## src/rtl/regfile_wb_arbiter.sv

```systemverilog
// Round-robin arbiter merging ALU and load writebacks onto one register-file write port,
// with a busy scoreboard tracking registers reserved by issue and not yet written back.
module regfile_wb_arbiter #(
  parameter int unsigned DATA_WIDTH = 64
) (
  input  logic                  clk,
  input  logic                  rst,
  input  logic                  req0_valid,
  input  logic [4:0]            req0_addr,
  input  logic [DATA_WIDTH-1:0] req0_data,
  output logic                  req0_ready,
  input  logic                  req1_valid,
  input  logic [4:0]            req1_addr,
  input  logic [DATA_WIDTH-1:0] req1_data,
  output logic                  req1_ready,
  output logic                  reg_we,
  output logic [4:0]            reg_waddr,
  output logic [DATA_WIDTH-1:0] reg_wdata,
  input  logic                  claim_valid,
  input  logic [4:0]            claim_addr,
  input  logic [4:0]            rs1_addr,
  input  logic [4:0]            rs2_addr,
  output logic                  rs1_busy,
  output logic                  rs2_busy
);

  // 1: requester 1 won most recently, so requester 0 wins the next contention
  logic                  r_last_grant;
  logic                  r_we;
  logic [4:0]            r_waddr;
  logic [DATA_WIDTH-1:0] r_wdata;
  logic [31:1]           r_busy;

  logic                  w_grant0;
  logic                  w_grant1;
  logic                  w_accept;
  logic [4:0]            w_addr;
  logic [DATA_WIDTH-1:0] w_data;
  logic [31:1]           w_busy_d;
  logic [31:0]           w_busy_full;

  always_comb begin
    w_grant0 = 1'b0;
    w_grant1 = 1'b0;
    if (!rst) begin
      if (req0_valid && req1_valid) begin
        w_grant0 = r_last_grant;
        w_grant1 = !r_last_grant;
      end else begin
        w_grant0 = req0_valid;
        w_grant1 = req1_valid;
      end
    end
  end

  assign req0_ready = w_grant0;
  assign req1_ready = w_grant1;
  assign w_accept   = w_grant0 | w_grant1;
  assign w_addr     = w_grant1 ? req1_addr : req0_addr;
  assign w_data     = w_grant1 ? req1_data : req0_data;

  // Claim takes priority over the writeback clear of the same register
  always_comb begin
    w_busy_d = r_busy;
    for (int i = 1; i < 32; i++) begin
      w_busy_d[i] = (claim_valid && (claim_addr == 5'(i))) ||
                    (r_busy[i] && !(r_we && (r_waddr == 5'(i))));
    end
  end

  always_ff @(posedge clk) begin
    if (rst) begin
      r_last_grant <= 1'b1;
      r_we         <= 1'b0;
      r_waddr      <= '0;
      r_wdata      <= '0;
      r_busy       <= '0;
    end else begin
      if (w_accept) begin
        r_last_grant <= w_grant1;
      end
      r_we <= w_accept && (w_addr != 5'd0);
      if (w_accept && (w_addr != 5'd0)) begin
        r_waddr <= w_addr;
        r_wdata <= w_data;
      end
      r_busy <= w_busy_d;
    end
  end

  assign reg_we      = r_we;
  assign reg_waddr   = r_waddr;
  assign reg_wdata   = r_wdata;
  assign w_busy_full = {r_busy, 1'b0};
  assign rs1_busy    = w_busy_full[rs1_addr];
  assign rs2_busy    = w_busy_full[rs2_addr];

endmodule

```

## config.mk

```make
export PLATFORM = sky130hd
export DESIGN_NAME = regfile_wb_arbiter
export DESIGN_NICKNAME = d
export VERILOG_FILES = /design/src/rtl/regfile_wb_arbiter.sv
export SDC_FILE = /design/constraint.sdc
export NUM_CORES = 1
export LEC_CHECK = 0
export CELL_PAD_IN_SITES_DETAIL_PLACEMENT = 1
export CELL_PAD_IN_SITES_GLOBAL_PLACEMENT = 1
export CORE_MARGIN = 10
export CORE_UTILIZATION = 30
export DETAILED_ROUTE_END_ITERATION = 10
export PLACE_DENSITY = 0.89
export SYNTH_ARGS = -nofsm -noshare
export SYNTH_HDL_FRONTEND = slang
export SYNTH_SLANG_ARGS = --single-unit
```

## constraint.sdc

```tcl
create_clock -name clk -period 4.05 [get_ports clk]
set_input_delay 1.215 -clock clk [delete_from_list [all_inputs] [get_ports clk]]
set_output_delay 1.215 -clock clk [all_outputs]
set_load 0.02 [all_outputs]
```

Word level (Yosys, flattened, before mapping). Index checks and enable logic that the tools add are counted.

Memories kept: 0. Bits in read-only memories: 0. Latch bits: 0. Word-level logic and storage cells: 239. Input port bits: 158. Output and inout bits: 74. Register bits: 102. RAM bits: 0.

Div/mod/pow operators: 0. Reductions and logical operators: 159. Shifts and indexed selects: 0. Mux-type cells: 10. Add/subtract/negate cells: 0. Bitwise gates (word level): 1. $mul: 0. Equality and inequality tests: 62. $lt $le $gt $ge: 2.

Operators with widths (number): equality test 5 bit, second input constant (32); logical AND 1 bit (95); equality test 5 x 4 -> 1 bit, second input constant (16); 2-to-1 mux 64 bit (1); equality test 5 x 3 -> 1 bit, second input constant (8); logical NOT 1 bit (32); logical OR 1 bit (31); equality test 5 x 2 -> 1 bit, second input constant (4); < comparator 5 x 6 -> 1 bit, second input constant (2); binary-select mux 1 bit (select 5 bit) (2); equality test 5 x 1 -> 1 bit, second input constant (2); 2-to-1 mux 1 bit (6); 2-to-1 mux 5 bit (1); nonzero test 5 bit (1); OR 1 bit (1).

Logic depth before layout (Yosys ltp). Gate-level depths: netlist of run 1.

Depth after elaboration: 6. Mapped depth: 7. Gate-level depth less buffers: 5.

Worst setup path before layout of run 1. OpenSTA, ideal clock, no wires.

Kind: in2out. Start: input port rs2_addr[0]. End: output port rs2_busy. Buffers on the path: 1. Data arrival time: 2.650 ns. Required time: 2.835 ns. Stages: 5. Slack: 0.185 ns. Cell sequence: clkbuf_1 -> mux4_2 -> mux2i_1 -> nor3b_1 -> or3_1.

Word-level cells in the longest chain between the ends: 2.

Ends and longest elaborated chain: start: declaration (RTL line 22) `input logic [4:0] rs2_addr,`; binary-select mux 1 bit (select 5 bit) (RTL line 96) `assign rs2_busy = w_busy_full[rs2_addr];`; 2-to-1 mux 1 bit (implied by the code) (RTL line 96); end: declaration (RTL line 24) `output logic rs2_busy`.

Every way passes these cells. The select of a mux whose other input is x is not followed.

Worst setup path after layout of run 1.
Start: input port rs1_addr[0]. End: output port rs1_busy.

Word-level cells in the longest chain between the ends: 2.

Ends and longest elaborated chain: start: declaration (RTL line 21) `input logic [4:0] rs1_addr,`; binary-select mux 1 bit (select 5 bit) (RTL line 95) `assign rs1_busy = w_busy_full[rs1_addr];`; 2-to-1 mux 1 bit (implied by the code) (RTL line 95); end: declaration (RTL line 23) `output logic rs1_busy,`.

Every way passes these cells. The select of a mux whose other input is x is not followed.

==> results.ini, run 1 <==
[floorplan]
num_io_pins = 232
die_h_um = 151
die_w_um = 151
initial_core_util = 0.308
die_area_um2 = 22800
core_um2 = 16700
row_count = 47

[logic_synthesis]
yosysSeqAreaShare = 0.396
synth_edf_count = 0
syn_area_per_cell_um2 = 9.12
synth-seq-cells = 102
syn_nets = 723
synth-async-reset-ratio = 0
ys.flop_type = dfxtp_1
synth.cell_area_um2 = 5150
synthDistinctLibCells = 37
yosys_warnings = 0
syn_inst = 565

[final_layout]
utilization = 0.480
final_cell_mix = clkdlybuf4s50_1 (221), dfxtp_1 (102), mux2i_1 (86)
layout-drive-gt1-share = 0.0986
final_common_cell = clkdlybuf4s50_1
fin_nets = 944
syn2layout_area_growth_pct = 55.7

[drt]
dr_total_vias = 5218
via_per_inst = 5.15
ant_nets = 0
first_iter_violations = 233
dr.pass1.iters = 6
wl_um = 21500
post_drt_wl_per_cell_um = 21.2
drc = 0

[power]
p_comb_frac = 0.267
p_leak_nw = 2.92
p_per_area_nw_per_um2 = 333
p_seq_frac = 0.423
internal-power_mw = 1.89
p_sw_uw = 778
switching_share = 0.291
power_frac_clock = 0.310
irDropWorstVdd_uv = 253

[clock_network]
ctsRootBufferMaster = clkbuf_16
numCtsBuffers = 9
post_cts_buffers = 0
cts.clk_slew.worst_paths_ns = 0.07
cts_tree = done
cts_max_path_buffers = 2
clk_latency_ns = 0.35
cts.sinks = 102
cts_max_level = 3

[status]
status = finished clean

[critical_path]
path_cells = buf_2 > mux4_2 > mux2i_1 > nor3b_1 > a41o_1 > or3_4 > buf_6
required_ns = 2.83
cp-end-kind = primary output
cp_data_arrival_time_ns = 2.75
critPathMaxStageDelay_ns = 0.51
worst_path_max_delay_cell = mux4_2
cp_max_fo = 3
setup.worst_path.class = input pin to primary output
worstSetupStartpointType = input pin

[sta]
drv_slew = 0
fin_skew_ns = 0.0122
worstMarginPinSlew_ns = 0.765
fin_crit_ns = 3.96
timing.fmax_mhz = 252
hold_viol = 0
finalCritPeriodShare = 0.979
relSlewSlack = 0.489
rsz0062_at_grt = false
setup_slack_ns = 0.0858
setup-violations-final = 0

[global_routing]
grt_pass1_vias = 5756
grt_max_degree = 130
overflow = 0
grt_pass1_wl_um = 32100
track_usage = 0.182
antenna_found_initial = 3

[min_path]
min_path_type = register to register

[place]
dp_hpwl_um = 17100
dp_slack_ns = -0.777
portBuffers = 231
globalplace.congestion = 0.895

[job]
maxCapViolCount = 0

-- per-stage QoR --
step / std cells / power [mW] / setup TNS [ns] / hold slack [ns] / area, um2
2_1_floorplan: 565 / 1.47 / 0 / 0.458 / 5150
3_3_place_gp: 995 / 1.84 / -1.42 / 0.454 / 7680
3_5_place_dp: 995 / 1.86 / -1.55 / 0.462 / 7680
4_1_cts: 1011 / 2.70 / 0 / 0.480 / 8000
5_1_grt: 1014 / 2.79 / 0 / 0.503 / 8020
6_report: 1014 / 2.67 / 0 / 0.476 / 8020
-- cells in the mapped netlist, types with 3 or more instances --
| library cell | number | area, um2 |
|---|---|---|
| mux2_2 | 3 | 33.8 |
| a2111oi_0 | 3 | 26.3 |
| clkbuf_1 | 17 | 63.8 |
| nor2_1 | 74 | 278 |
| nand2_1 | 40 | 150 |
| o32ai_1 | 4 | 35.0 |
| a31o_2 | 14 | 123 |
| buf_4 | 7 | 52.6 |
| o21ai_0 | 35 | 175 |
| buf_2 | 11 | 55.1 |
| nand3_1 | 6 | 30.0 |
| nand2b_1 | 7 | 43.8 |
| nor2b_1 | 9 | 56.3 |
| a21oi_1 | 40 | 200 |
| dfxtp_1 | 102 | 2040 |
| a31o_1 | 50 | 438 |
| mux2i_1 | 88 | 881 |
| a311oi_1 | 3 | 26.3 |
| nor3_1 | 7 | 35.0 |
| nand4_1 | 5 | 31.3 |
| mux4_2 | 6 | 135 |
| inv_1 | 9 | 33.8 |
| buf_6 | 6 | 67.6 |
-- kinds of logic after synthesis --
logic type,share of synthesized area
simple gates,0.136
compound gates,0.211
flops,0.396
mux,0.204
buf+inv,0.0537
-- critical path, delay by kind of cell --
family / cells / cell delay [ns]
AO/OA/AOI/OAI: 1 / 0.21
buffers and inverters: 2 / 0.27
multiplexers: 2 / 0.66
AND/OR/NAND/NOR: 2 / 0.38
-- power by group through the flow --
stage          clock, mW  combinational (mW)  sequential [mW]
2_1_floorplan          0               0.245             1.22
3_3_place_gp           0               0.695             1.14
6_report           0.828               0.714             1.13
4_1_cts            0.853               0.719             1.13
3_5_place_dp           0               0.711             1.15
5_1_grt            0.887               0.766             1.14
-- final timing paths --
path	startpoint	end	slack [ns]	cells past startpoint
worst min-delay path	reg_wdata[20]	reg_wdata[20]	0.48	1
worst min register to register	reg_wdata[20]	reg_wdata[20]	0.48	1
worst max register to register	r_last_grant	reg_wdata[11]	1.53	7
worst max-delay path	rs1_addr[0]	rs1_busy	0.09	7
-- timing repair --
item,4_1_cts,5_1_grt
resized for setup,38,12
pin swaps,3,0
hold buffers,0,0
hold endpoints to repair,0,0
setup endpoints to repair,2,2
-- per-layer routing --
layer  global-route usage  wire (um)  vias to the layer above
li1                     -          -                     2503
met1                0.178       7580                     2500
met2                0.323      10900                      194
met3                0.103       2660                       21
met4               0.0520        370                        0
met5                    0          0                        -
-- registers in the layout, indices dropped and copies added, names as in the netlist --
signal,count
reg_wdata,64
r_busy,31
reg_waddr,5
r_last_grant,1
reg_we,1
-- area by class of cell --
cell class                 count  area (um2)
sequential                   102        2040
fill                        1915        8680
timing repair buffer         252        2470
tap                          220         275
antenna                        3        7.51
multi-input combinational    412        2910
inverter                       9        33.8
clock buffer                  12         246
clock inverter                 4        30.0
Note: power is estimated with default switching activity, not from simulation.
==> run 2, diff against run 1 <==
Settings changed: ABC_CLOCK_PERIOD_IN_PS set to 3700.
Clock period 4.05 ns to 3.7 ns, I/O delays scaled along.
==> run 2 against run 1 <==
  * Clock power up 12%
  * The run now ends with setup timing left
  * Flip-flop and latch count did not move
  * Non-clock buffer count up 4
  * Sequential power up 9.7%
  * Combinational power rose by 11%
==> results.ini, run 2 (synthesis gave the netlist of run 1 again) <==
[status]
status = finished with violations
violations = setup timing

[final_layout]
syn2layout_area_growth_pct = 57.4
final_cell_mix = clkdlybuf4s50_1 (220), dfxtp_1 (102), mux2i_1 (85)
final_cells = 1015  ; +0.099%
multi_input_area_um2 = 2910  ; -0.13%
final_common_cell = clkdlybuf4s50_1
utilization = 0.486  ; +0.00532
antennaDiodeCount = 0  ; -3
fin_nets = 948  ; +0.42%
regArea_um2 = 2040  ; unchanged
largest_reg_flops = 64  ; unchanged
fillers = 1916  ; +0.052%
layout-drive-gt1-share = 0.112  ; +0.0133

[clock_network]
clk_latency_ns = 0.36  ; about the same
post_cts_buffers = 0  ; unchanged
ctsRootBufferMaster = clkbuf_16
cts_tree = done
cts.sinks = 102  ; unchanged
numCtsBuffers = 9  ; unchanged
cts.clk_slew.worst_paths_ns = 0.07  ; about the same
cts_max_path_buffers = 2  ; unchanged
cts_max_level = 3  ; unchanged

[floorplan]
core_um2 = 16700  ; unchanged
initial_core_util = 0.308  ; unchanged
die_h_um = 151  ; unchanged
die_w_um = 151  ; unchanged
num_io_pins = 232  ; unchanged
row_count = 47  ; unchanged
die_area_um2 = 22800  ; unchanged

[sta]
fin_crit_ns = 3.73
relSlewSlack = 0.477  ; -0.0117
hold_viol = 0  ; unchanged
finalCritPeriodShare = 1.01
timing.fmax_mhz = 268
setup-violations-final = 1  ; +1
setup_slack_ns = -0.0260  ; -0.112 ns
rsz0062_at_grt = true
worstMarginPinSlew_ns = 0.783  ; +0.0176 ns
drv_slew = 0  ; unchanged
fin_skew_ns = 0.00985  ; -0.00233 ns

[power]
irDropWorstVdd_uv = 261  ; +3.2%
p_comb_frac = 0.269  ; +0.002
p_sw_uw = 887  ; +14%
internal-power_mw = 2.07  ; +9.6%
p_seq_frac = 0.418  ; -0.005
switching_share = 0.300  ; +0.00829
power_frac_clock = 0.313  ; +0.003
p_leak_nw = 2.95  ; +1.2%
p_per_area_nw_per_um2 = 365  ; +9.6%

[critical_path]
setup.worst_path.class = input pin to primary output
worst_path_max_delay_cell = or3_4
cp_max_fo = 6  ; +3
critPathMaxStageDelay_ns = 0.33  ; -0.18 ns
cp_data_arrival_time_ns = 2.62  ; -0.13 ns
worstSetupStartpointType = input pin
required_ns = 2.59  ; -0.24 ns
critPathTopFamily = buffers and inverters
path_cells = clkdlybuf4s15_2 > buf_4 > mux2i_2 > nand3_1 > a41o_1 > or3_4 > buf_6
cp-end-kind = primary output
crit_buf_inv = 3  ; +1

[drt]
post_drt_wl_per_cell_um = 21.4  ; +0.96%
via_per_inst = 5.18  ; +0.65%
drc = 0  ; unchanged
dr.pass1.iters = 4  ; -2
first_iter_violations = 249  ; +6.9%
wl_um = 21700  ; +1.1%
dr_total_vias = 5257  ; +0.75%
ant_nets = 0  ; unchanged

[global_routing]
overflow = 0  ; unchanged
grt_max_degree = 65  ; -50%
antenna_found_initial = 0  ; -3
grt_pass1_wl_um = 32600  ; +1.5%
grt_pass1_vias = 5742  ; -0.24%
track_usage = 0.185  ; +0.00245

[place]
placed_cells = 999  ; +0.40%
dp_hpwl_um = 17200  ; +0.67%
portBuffers = 231  ; unchanged
globalplace.congestion = 0.904  ; +1.0%

[job]
maxCapViolCount = 0  ; unchanged

[min_path]
min_path_type = register to register

-- run 2: layout make-up --
cell class | count | area share
Clock buffer | 10 | 0.0282
Clock inverter | 6 | 0.00679
Multi-Input combinational cell | 412 | 0.358
Sequential cell | 102 | 0.252
Inverter | 9 | 0.00417
Tap cell | 220 | 0.0339
Timing Repair Buffer | 256 | 0.317
-- run 2: stage by stage --
step	hold slack [ns]	total power [mW]	area (um2)	TNS (ns)	worst slack, ns
3_3_place_gp	0.454	2.03	7760	-1.71	-0.874
6_report	0.476	2.96	8110	-0.0260	-0.0260
2_1_floorplan	0.458	1.61	5150	0	0.0454
4_1_cts	0.481	2.99	8070	-0.0203	-0.0203
3_5_place_dp	0.464	2.05	7760	-1.77	-0.909
5_1_grt	0.502	3.10	8110	-0.0623	-0.0560
-- run 2: routing by layer --
layer	track usage	vias up	routed length, um
met3	0.106	11	2730
met4	0.0322	0	130
met2	0.331	193	11200
met1	0.184	2545	7690
met5	0	-	0
li1	-	2508	-
-- run 2: final timing paths --
| path | from | end | slack (ns) | cells past startpoint |
|---|---|---|---|---|
| worst min register to register | reg_wdata[22] | reg_wdata[22] | 0.48 | 1 |
| worst min-delay path | reg_wdata[22] | reg_wdata[22] | 0.48 | 1 |
| worst max-delay path | rs1_addr[2] | rs1_busy | -0.03 | 7 |
| worst max register to register | r_last_grant | reg_wdata[4] | 1.78 | 7 |
-- run 2: worst reg2reg max path, cell delays in order (launching register included) --
cell,delay (ns)
dfxtp_1,0.31
nand2_1,0.07
and3_4,0.23
buf_12,0.29
buf_4,0.40
mux2i_1,0.26
nor2_1,0.07
a31o_1,0.19
-- run 2: power groups by stage --
stage	Sequential, mW	Clock, mW	Combinational (mW)
finish	1.24	0.927	0.796
global placement	1.25	0	0.773
global route	1.25	1.01	0.852
floorplan	1.34	0	0.268
CTS	1.24	0.952	0.799
detailed placement	1.26	0	0.790
-- run 2: repair_timing --
action	CTS	global route
pin swaps	3	4
hold buffers	0	0
gates resized for setup	43	17
setup endpoints to repair	2	2
==> run 3, diff against run 2 <==
Settings changed: CTS_CLUSTER_DIAMETER set to 40, GPL_TIMING_DRIVEN set to 0.
==> run 3 against run 2 <==
  * The run still ends with setup timing left
  * Global-route usage increased by 1.4 points
  * First-iteration DRC count rose by 0.80%
  * Via count up 3.1%
  * Wire length rose by 6.5%
  * Core utilization up 0.73 points
  * Clock skew is 0.0022 ns lower
  * Sequential share of layout area is 0.37 points lower
  * Flip-flop and latch count stayed put
  * Critical path depth is 1 lower
  * Design area up 1.5%
  * Maximum frequency fell by 2.2%
  * Combinational power is 3.8% higher
  * Largest cell class unchanged
==> results.ini, run 3 (synthesis gave the netlist of run 1 again) <==
[critical_path]
critPathTopFamily = simple AND/OR/NAND/NOR gates
startpoint = rs1_addr[2]
worst_path_max_delay_cell = or3_4
reg2reg_setup_slack_ns = 1.74  ; -0.04 ns
cp-end-kind = primary output
critPathMaxStageDelay_ns = 0.43  ; +0.10 ns
cp_data_arrival_time_ns = 2.70  ; +0.08 ns
setup.worst_path.class = input pin to primary output
path_cells = clkdlybuf4s15_2 > mux2_2 > o311ai_2 > a311oi_1 > or3_4 > buf_6
crit_buf_inv = 2  ; -1
cp_max_fo = 4  ; -2
required_ns = 2.59  ; about the same
worstSetupStartpointType = input pin
rr_startpoint = r_last_grant

[sta]
rsz0062_at_grt = true
setup-violations-final = 1  ; unchanged
setup_slack_ns = -0.108  ; -0.0820 ns
worstMarginPinSlew_ns = 0.621  ; -0.161 ns
hold_viol = 0  ; unchanged
timing.fmax_mhz = 263  ; -2.2%
fin_crit_ns = 3.81  ; +0.0820 ns
setup_tns_ns = -0.108  ; -0.0820 ns
finalCritPeriodShare = 1.03  ; +0.0222
relSlewSlack = 0.586  ; +0.109
fin_skew_ns = 0.00767  ; -0.00218 ns
drv_slew = 0  ; unchanged

[status]
status = finished with violations
violations = setup timing

[clock_network]
cts_tree = done
numCtsBuffers = 9  ; unchanged
cts.clk_slew.worst_paths_ns = 0.07  ; about the same
ctsHoldBuffers = 0  ; unchanged
cts_max_path_buffers = 2  ; unchanged
clk_latency_ns = 0.35  ; about the same
cts.sinks = 102  ; unchanged
cts_max_level = 3  ; unchanged
ctsRootBufferMaster = clkbuf_16

[final_layout]
syn2layout_area_growth_pct = 59.8
multi_input_area_um2 = 2910  ; +0.17%
layout-drive-gt1-share = 0.116  ; +0.00390
utilization = 0.493  ; +0.00727
fillers = 1923  ; +0.37%
regArea_um2 = 2040  ; unchanged
largest_reg_flops = 64  ; unchanged
final_cell_mix = clkdlybuf4s50_1 (219), dfxtp_1 (102), mux2i_1 (84)
fin_nets = 973  ; +2.6%
final_common_cell = clkdlybuf4s50_1

[floorplan]
row_count = 47  ; unchanged
num_io_pins = 232  ; unchanged
core_um2 = 16700  ; unchanged
die_area_um2 = 22800  ; unchanged
die_h_um = 151  ; unchanged
die_w_um = 151  ; unchanged
initial_core_util = 0.308  ; unchanged

[job]
maxCapViolCount = 0  ; unchanged

[drt]
wl_um = 23100  ; +6.5%
first_iter_violations = 251  ; +0.80%
ant_nets = 0  ; unchanged
drc = 0  ; unchanged
via_per_inst = 5.20  ; +0.33%
dr_total_vias = 5420  ; +3.1%
dr.pass1.iters = 4  ; unchanged
post_drt_wl_per_cell_um = 22.1  ; +3.6%

[global_routing]
track_usage = 0.199  ; +0.0142
grt_pass1_vias = 6198  ; +7.9%
antenna_found_initial = 2  ; +2
grt_max_degree = 17  ; -74%
overflow = 0  ; unchanged
grt_pass1_wl_um = 34900  ; +7.3%

[min_path]
min_path_type = register to register
holdCritStartpoint = reg_wdata[3]

[power]
irDropWorstVdd_uv = 203  ; -22%
p_per_area_nw_per_um2 = 363  ; -0.41%
p_leak_nw = 3.01  ; +2.1%
total_power_mw = 2.99  ; +1.1%

[place]
globalplace.congestion = 0.908  ; +0.49%
dp_hpwl_um = 18200  ; +5.8%
portBuffers = 230  ; -0.43%

run 3: changes by cell type in the layout (fill, tap and decap cells not counted), moves of 2 or more:
cell	change
buf_2	+8
buf_12	-4
clkbuf_1	+13
nor2b_2	-3
dlygate4sd2_1	-2
buf_4	-2
nor2b_1	+4
clkbuf_2	+2
mux2i_4	+3
mux2i_2	-2
inv_6	-2
clkbuf_8	+4
buf_6	+6
diode_2	+3
run 3: path summary, 6_finish.rpt:
path	to	depth (start not counted)
min reg2reg	reg_wdata[3]	1
min	reg_wdata[3]	1
max reg2reg	reg_wdata[37]	7
max	rs1_busy	6
run 3: report_power, final:
| group | switching, mW | total (mW) | internal [mW] |
|---|---|---|---|
| clock | 0.433 | 0.929 | 0.496 |
| sequential | 0.0575 | 1.24 | 1.18 |
| combinational | 0.394 | 0.826 | 0.432 |
run 3: what timing repair did:
action                                 in CTS  in global routing
setup buffers                               6                  1
gates resized for setup                    71                 10
gates cloned                                3                  0
endpoints found under the hold margin       0                  0
setup endpoints to repair                   4                  3
pin swaps                                   3                  2
run 3: metal layers:
metal  global-route usage  share of wire  wire length [um]
met2                0.353           0.51             11800
met4               0.0727          0.028               648
met5                    0              0                 0
met1                0.194           0.35              8010
met3                0.101           0.12              2670
run 3: per-stage QoR:
| step | area (um2) | std cells | setup WS, ns | hold WS [ns] |
|---|---|---|---|---|
| floorplan | 5150 | 565 | 0.0454 | 0.458 |
| global placement | 7730 | 1015 | -1.14 | 0.455 |
| detailed placement | 7730 | 1015 | -1.16 | 0.465 |
| CTS | 8200 | 1040 | -0.102 | 0.481 |
| global route | 8230 | 1042 | -0.209 | 0.499 |
| finish | 8230 | 1043 | -0.108 | 0.478 |
run 3: layout make-up:
| cell class | instances | share of cell area |
|---|---|---|
| clock buffers | 12 | 0.0312 |
| flip-flops and latches | 102 | 0.248 |
| plain buffers | 41 | 0.0363 |
| clock inverters | 4 | 0.00365 |
| well taps | 220 | 0.0334 |
| repair buffers | 240 | 0.289 |
| multi-input cells | 412 | 0.354 |
| diodes | 3 | 0.000912 |
| inverters | 9 | 0.00410 |
